**config.mk**
```make
export PLATFORM = sky130hd
export DESIGN_NAME = lru_unique_history
export DESIGN_NICKNAME = d
export VERILOG_FILES = /design/src/rtl/lru_unique_history_pkg.sv /design/src/rtl/lru_unique_history_match.sv /design/src/rtl/onehot_enc.sv /design/src/rtl/lru_unique_history.sv
export SDC_FILE = /design/constraint.sdc
export NUM_CORES = 1
export LEC_CHECK = 0
export CAP_MARGIN = 20
export CORE_MARGIN = 2
export CORE_UTILIZATION = 33
export CTS_CLUSTER_SIZE = 12
export DETAILED_ROUTE_END_ITERATION = 10
export SYNTH_ARGS = -nofsm -noshare
export SYNTH_HDL_FRONTEND = slang
export SYNTH_HIERARCHICAL = 1
export SYNTH_SLANG_ARGS = --single-unit
```
**constraint.sdc**
```tcl
create_clock -name clock -period 7.1 [get_ports clock]
set_clock_uncertainty 0.15 [all_clocks]
set_input_delay 0.71 -clock clock [delete_from_list [all_inputs] [get_ports clock]]
set_output_delay 0.71 -clock clock [all_outputs]
set_load 0.05 [all_outputs]
```
**src/rtl/lru_unique_history_pkg.sv**
```systemverilog
// Shared definitions for the unique-value LRU history.
// Latency: n/a (types and elaboration-time helpers only).
// Backpressure: n/a.
package lru_unique_history_pkg;

    // Width of a position index into an L-entry history (never below 1 bit).
    function automatic int pos_w(input int l);
        return (l > 1) ? $clog2(l) : 1;
    endfunction

    // Width of an occupancy count that must be able to hold the value L.
    function automatic int cnt_w(input int l);
        return $clog2(l + 1);
    endfunction

    // Operation selected for the current cycle, already priority-resolved.
    typedef enum logic [1:0] {
        OP_NONE  = 2'd0,
        OP_FLUSH = 2'd1,
        OP_INS   = 2'd2,
        OP_ERS   = 2'd3
    } op_e;

endpackage

```
**src/rtl/lru_unique_history_match.sv**
```systemverilog
// Parallel valid-gated key compare against every history entry.
// Latency: combinational.
// Backpressure: none.
//
// Ports:
//   i_key     value to look for
//   i_data    entry array, index 0 = newest
//   i_valid   entry valid bits
//   o_onehot  per-entry match vector (at most one bit set, entries are unique)
//   o_hit     any entry matched
//   o_pos     matched position, 0 on miss
module history_match #(
    parameter int DATA_W    = 8,
    parameter int HISTORY_L = 4,
    parameter int POS_W     = 2
) (
    input  logic [DATA_W-1:0]                 i_key,
    input  logic [HISTORY_L-1:0][DATA_W-1:0]  i_data,
    input  logic [HISTORY_L-1:0]              i_valid,
    output logic [HISTORY_L-1:0]              o_onehot,
    output logic                              o_hit,
    output logic [POS_W-1:0]                  o_pos
);

    always_comb begin
        for (int i = 0; i < HISTORY_L; i++) begin
            o_onehot[i] = i_valid[i] && (i_data[i] == i_key);
        end
    end

    assign o_hit = |o_onehot;

    onehot_enc #(
        .N (HISTORY_L),
        .W (POS_W)
    ) u_enc (
        .i_onehot (o_onehot),
        .o_pos    (o_pos)
    );

endmodule

```
**src/rtl/onehot_enc.sv**
```systemverilog
// One-hot to binary position encoder.
// Latency: combinational.
// Backpressure: none.
//
// Ports:
//   i_onehot  one-hot (or all-zero) input vector
//   o_pos     index of the set bit; 0 when no bit is set
module onehot_enc #(
    parameter int N = 4,
    parameter int W = 2
) (
    input  logic [N-1:0] i_onehot,
    output logic [W-1:0] o_pos
);

    // OR-reduction of the indices of set bits; correct as long as at most
    // one bit is set, and yields 0 for an all-zero input.
    always_comb begin
        o_pos = '0;
        for (int i = 0; i < N; i++) begin
            if (i_onehot[i]) begin
                o_pos = o_pos | W'(i);
            end
        end
    end

endmodule

```
**src/rtl/lru_unique_history.sv**
```systemverilog
// Most-recent-first history of up to HISTORY_L distinct values with
// insert/move-to-front, erase-with-compaction, flush and registered lookup.
// Latency: state, lookup and erase results all appear 1 cycle after the strobe.
// Backpressure: none; an erase colliding with insert/flush is dropped (ers_done=0) and must be retried.
//
// Optional feature: define LRU_UNIQUE_HISTORY_EVICT_OUT_EN to add evict_valid /
// evict_data, which report the oldest value dropped by an insert into a full history.
//
// Ports:
//   clock, reset                 clock and synchronous active-high reset
//   ins_valid / ins_data         insert (or move-to-front) a value
//   ers_valid / ers_data         erase a value if present
//   flush                        invalidate every entry, data left in place
//   qry_valid / qry_data         lookup, answered on qry_done/qry_hit/qry_pos
//   ers_done / ers_found         result of an accepted erase
//   data_out / valid_out / count entry array (0 = newest), thermometer valid, occupancy
module lru_unique_history
    import lru_unique_history_pkg::*;
#(
    parameter  int DATA_W    = 8,
    parameter  int HISTORY_L = 4,
    localparam int CNT_W     = cnt_w(HISTORY_L),
    localparam int POS_W     = pos_w(HISTORY_L)
) (
    input  logic                              clock,
    input  logic                              reset,
    input  logic                              ins_valid,
    input  logic [DATA_W-1:0]                 ins_data,
    input  logic                              ers_valid,
    input  logic [DATA_W-1:0]                 ers_data,
    input  logic                              flush,
    input  logic                              qry_valid,
    input  logic [DATA_W-1:0]                 qry_data,
    output logic                              qry_done,
    output logic                              qry_hit,
    output logic [POS_W-1:0]                  qry_pos,
    output logic                              ers_done,
    output logic                              ers_found,
    output logic [HISTORY_L-1:0][DATA_W-1:0]  data_out,
    output logic [HISTORY_L-1:0]              valid_out,
    output logic [CNT_W-1:0]                  count
`ifdef LRU_UNIQUE_HISTORY_EVICT_OUT_EN
    ,
    output logic                              evict_valid,
    output logic [DATA_W-1:0]                 evict_data
`endif
);

    logic [HISTORY_L-1:0][DATA_W-1:0] r_data;
    logic [HISTORY_L-1:0]             r_valid;
    logic [CNT_W-1:0]                 r_count;
    logic                             r_qry_done;
    logic                             r_qry_hit;
    logic [POS_W-1:0]                 r_qry_pos;
    logic                             r_ers_done;
    logic                             r_ers_found;

    op_e                              w_op;
    logic [DATA_W-1:0]                w_key;
    logic [HISTORY_L-1:0]             w_key_oh;
    logic                             w_key_hit;
    logic [POS_W-1:0]                 w_key_pos;
    logic [HISTORY_L-1:0]             w_qry_oh;
    logic                             w_qry_hit;
    logic [POS_W-1:0]                 w_qry_pos;
    logic                             w_full;
    logic [HISTORY_L-1:0][DATA_W-1:0] w_data_nxt;
    logic [HISTORY_L-1:0]             w_valid_nxt;
    logic [CNT_W-1:0]                 w_count_nxt;
    logic                             w_unused;

    // Priority resolution: flush > insert > erase.
    always_comb begin
        if (flush) begin
            w_op = OP_FLUSH;
        end else if (ins_valid) begin
            w_op = OP_INS;
        end else if (ers_valid) begin
            w_op = OP_ERS;
        end else begin
            w_op = OP_NONE;
        end
    end

    // Insert and erase never take effect together, so one matcher serves both.
    assign w_key  = ins_valid ? ins_data : ers_data;
    assign w_full = (r_count == CNT_W'(HISTORY_L));

    history_match #(
        .DATA_W    (DATA_W),
        .HISTORY_L (HISTORY_L),
        .POS_W     (POS_W)
    ) u_key_match (
        .i_key    (w_key),
        .i_data   (r_data),
        .i_valid  (r_valid),
        .o_onehot (w_key_oh),
        .o_hit    (w_key_hit),
        .o_pos    (w_key_pos)
    );

    history_match #(
        .DATA_W    (DATA_W),
        .HISTORY_L (HISTORY_L),
        .POS_W     (POS_W)
    ) u_qry_match (
        .i_key    (qry_data),
        .i_data   (r_data),
        .i_valid  (r_valid),
        .o_onehot (w_qry_oh),
        .o_hit    (w_qry_hit),
        .o_pos    (w_qry_pos)
    );

    // The one-hot vectors are not needed here; positions are compared directly.
    assign w_unused = ^w_key_oh ^ ^w_qry_oh;

    always_comb begin
        w_data_nxt  = r_data;
        w_valid_nxt = r_valid;
        w_count_nxt = r_count;
        unique case (w_op)
            OP_FLUSH: begin
                w_valid_nxt = '0;
                w_count_nxt = '0;
            end
            OP_INS: begin
                // Miss: everything shifts down one slot. Hit at p: only 0..p-1
                // shift, which overwrites the old copy at p (p=0 is a no-op).
                w_data_nxt[0] = ins_data;
                for (int i = 1; i < HISTORY_L; i++) begin
                    if (!w_key_hit || (i <= int'(w_key_pos))) begin
                        w_data_nxt[i] = r_data[i-1];
                    end
                end
                if (!w_key_hit) begin
                    w_valid_nxt = {r_valid[HISTORY_L-2:0], 1'b1};
                    if (!w_full) begin
                        w_count_nxt = r_count + CNT_W'(1);
                    end
                end
            end
            OP_ERS: begin
                // Close the gap at p by pulling newer-than-oldest entries up;
                // the thermometer valid loses its top bit.
                if (w_key_hit) begin
                    for (int i = 0; i < HISTORY_L - 1; i++) begin
                        if (i >= int'(w_key_pos)) begin
                            w_data_nxt[i] = r_data[i+1];
                        end
                    end
                    w_valid_nxt = r_valid >> 1;
                    w_count_nxt = r_count - CNT_W'(1);
                end
            end
            default: begin
            end
        endcase
    end

    always_ff @(posedge clock) begin
        if (reset) begin
            r_data      <= '0;
            r_valid     <= '0;
            r_count     <= '0;
            r_qry_done  <= 1'b0;
            r_qry_hit   <= 1'b0;
            r_qry_pos   <= '0;
            r_ers_done  <= 1'b0;
            r_ers_found <= 1'b0;
        end else begin
            r_data      <= w_data_nxt;
            r_valid     <= w_valid_nxt;
            r_count     <= w_count_nxt;
            // Lookup sees the pre-update array regardless of other operations.
            r_qry_done  <= qry_valid;
            r_qry_hit   <= qry_valid && w_qry_hit;
            r_qry_pos   <= (qry_valid && w_qry_hit) ? w_qry_pos : '0;
            r_ers_done  <= (w_op == OP_ERS);
            r_ers_found <= (w_op == OP_ERS) && w_key_hit;
        end
    end

`ifdef LRU_UNIQUE_HISTORY_EVICT_OUT_EN
    logic              r_evict_valid;
    logic [DATA_W-1:0] r_evict_data;

    always_ff @(posedge clock) begin
        if (reset) begin
            r_evict_valid <= 1'b0;
            r_evict_data  <= '0;
        end else begin
            r_evict_valid <= (w_op == OP_INS) && !w_key_hit && w_full;
            if ((w_op == OP_INS) && !w_key_hit && w_full) begin
                r_evict_data <= r_data[HISTORY_L-1];
            end
        end
    end

    assign evict_valid = r_evict_valid;
    assign evict_data  = r_evict_data;
`endif

    assign data_out  = r_data;
    assign valid_out = r_valid;
    assign count     = r_count;
    assign qry_done  = r_qry_done;
    assign qry_hit   = r_qry_hit;
    assign qry_pos   = r_qry_pos;
    assign ers_done  = r_ers_done;
    assign ers_found = r_ers_found;

endmodule

```
==> results.yml <==
final_layout:
  area_growth_pct: 27.9
  diodes: 0
  drive_gt1_share_pct: 8.61
  fin_cells: 503
  num-nets-final: 425
  fill_cells: 871
power:
  ir_drop_mv: 0.0928
  p_sw_share_pct: 29.6
  power_frac_seq_pct: 41.3
  switchingPower_uw: 199
  power.density_nw_per_um2: 173
  intPower_uw: 474
  p_leak_nw: 1.25
  pwr-share-clk_pct: 35.1
  power_uw: 673
  p_comb_share_pct: 23.6
yosys:
  ys_warn_count: 6
  synth.area.top_cells: "dfxtp_1 30%, xnor2_1 18%, mux2i_1 12%"
  ys_seq_elements: 45
  yosys_most_used_dff: "dfxtp_1"
  synth_most_common_cell: "xnor2_1"
  synth.distinct_cells: 42
  synth_common_cells: "64 x xnor2_1, 45 x dfxtp_1, 38 x nor2_1"
  synth_edf_count: 0
  syn-num-nets: 371
  synth_area_um2: 3030
  ys_async_sr_fraction_pct: 0
  synthCells: 340
  yosysSeqAreaShare_pct: 29.7
  yosysTopAreaCell: "dfxtp_1"
  synth.top_cell.area_share_pct: 29.7
  syn_avg_cell_area_um2: 8.92
drt:
  drt_wl_total_um: 8430
  vias: 2563
  via_per_inst: 5.10
  avgRoutedWirePerCell_um: 16.8
  drt_iter0_drc: 142
  ant_nets: 0
  drc: 0
  dr.pass1.iters: 4
critical_path:
  critPathBufInv: 2
  slowest_delay_ps: 1010
  crit_fanout: 21
  r2r_start: "data_out[27]"
  path_class: "in2reg"
  cp.depth: 11
  cp_cell_sequence: "clkdlybuf4s50_1, mux2_2, xnor2_1, nand3_1, nor3_1, or4_1, nor3b_1, o22ai_1, buf_4, nor2_1, a211oi_1"
  rrSetupSlack_ps: 4280
  critPathLaunch: "ins_valid"
  arrival_ps: 4330
  rr_worst_depth: 9
  path_delay_family: "buffers and inverters"
  crit_slowest_cell: "clkdlybuf4s50_1"
  required_ps: 7170
  startpoint_type: "input port"
  end_kind: "flop"
  r2r-end: "data_out[15]"
global_routing:
  grt_first_pass_wirelength_um: 13700
  first_global_vias: 2543
  grt_usage_pct: 17.3
  antenna_found_initial: 0
  grt_max_degree: 50
  grt_overflow: 0
min_path:
  min_from: "count[0]"
  min_path_cells: 2
  hold_end: "count[0]"
  hold_class: "reg2reg"
die:
  fp.coreArea_um2: 8810
  die_area_um2: 9970
  die_h_um: 99.9
  ios: 75
  rows: 34
  initial_core_util_pct: 34.4
  die_w_um: 99.9
placed_design:
  dpl.hpwl_um: 6140
  portBuffers: 74
  dp.cells: 493
  gp_congestion: 0.823
sta:
  tightest_slew_ps: 832
  setup_viol: 0
  tns_ps: 0
  rsz0062_at_grt: "false"
  hold_ws_ps: 369
  fmax_mhz: 235
  timing.final.crit_share_pct: 60.1
  maxSlewViolCount: 0
  relSlewSlack_pct: 44.3
  fin_crit_ps: 4260
  finalHoldViolCount: 0
clock_tree:
  cts_resized: 0
  cts_setup_buffers: 0
  cts.path.max_buffers: 2
  clk_latency_ps: 300
  root_buffer: "clkbuf_8"
  hold_buffers: 0
  htree_levels: 2
  path_clk_slew_ps: 90
  cts_buffers: 5
  cts_tree: "done"
  cts.sink_count: 45
run_status:
  status: "finished, final reports clean"
job:
  cap_violations: 0
-- cell usage in the layout (no fill, tap or decap), types with 3 or more instances in the layout --
cell type | synthesis | final
clkbuf_8 | 0 | 5
clkdlybuf4s50_1 | 0 | 74
mux2_2 | 16 | 16
dfxtp_1 | 45 | 45
or4_1 | 3 | 3
nand2_1 | 12 | 12
nor2b_1 | 11 | 11
xnor2_1 | 64 | 64
inv_1 | 3 | 3
nand4_1 | 9 | 9
nor3_1 | 8 | 8
mux2i_1 | 35 | 35
nand3_1 | 8 | 8
or2_1 | 4 | 4
a211oi_1 | 17 | 17
nor2_1 | 38 | 38
buf_4 | 14 | 4
a21oi_1 | 8 | 8
-- state kept, by name, summed over array words and instances, names as in the netlist --
signal / count
data_out: 32
qry_hit: 1
valid_out: 4
ers_done: 1
ers_found: 1
qry_pos: 2
qry_done: 1
count: 3
-- power groups by stage --
| stage | Clock, mW | Combinational, mW | Sequential, mW |
|---|---|---|---|
| 2_1_floorplan | 0 | 0.0893 | 0.308 |
| 3_3_place_gp | 0 | 0.156 | 0.285 |
| 3_5_place_dp | 0 | 0.157 | 0.284 |
| 4_1_cts | 0.240 | 0.158 | 0.279 |
| 5_1_grt | 0.252 | 0.170 | 0.280 |
| 6_report | 0.236 | 0.159 | 0.278 |
-- routing by layer --
| metal | track usage [%] | wire length (µm) |
|---|---|---|
| met5 | 0 | 0 |
| met3 | 2.79 | 416 |
| met4 | 4.21 | 70 |
| met1 | 24.1 | 4000 |
| met2 | 28.1 | 3940 |
-- worst reg2reg max path: stages (launching register included) --
cell and delay [ps]:
dfxtp_1 500, xnor2_1 130, nand3_1 120, nor3_1 70, or4_1 700, nor3b_1 240, o22ai_1 300, buf_4 260
nor2_1 60, a211oi_1 220
-- layout make-up --
cell class	instances	area (µm²)	area share [%]
inverter	3	11.3	0.290
tap	108	135	3.48
clock inverter	3	65.1	1.68
timing repair buffer	78	771	19.9
multi-input combinational	261	1930	49.7
clock buffer	5	68.8	1.77
sequential	45	901	23.2
-- through the flow --
step | setup slack (ps) | cell area [µm²] | util, %
after CTS | 2490 | 3860 | 43.9
after detailed placement | 2180 | 3730 | 42.4
after global placement | 2410 | 3730 | 42.4
final | 2840 | 3880 | 44.1
after global routing | 2560 | 3880 | 44.1
after floorplan | 3270 | 3030 | -
-- kinds of logic (layout without fill, tap and decap cells) --
kind of cell	Yosys count	after routing	synth area share [%]
buf+inv	34	89	6.93
fa+ha+maj	1	1	0.412
mux	51	51	17.5
compound gates	31	31	6.93
flops	45	45	29.7
xor+xnor	65	65	18.8
simple gates	113	113	19.8
-- worst max path at each step --
stage / to / slack (ps)
finish: data_out[15] / 2840
global route: data_out[10] / 2560
CTS: data_out[15] / 2490
detailed placement: data_out[15] / 2180
global placement: data_out[15] / 2410
floorplan: data_out[10] / 3270
Power figures use the tool's default switching activity.
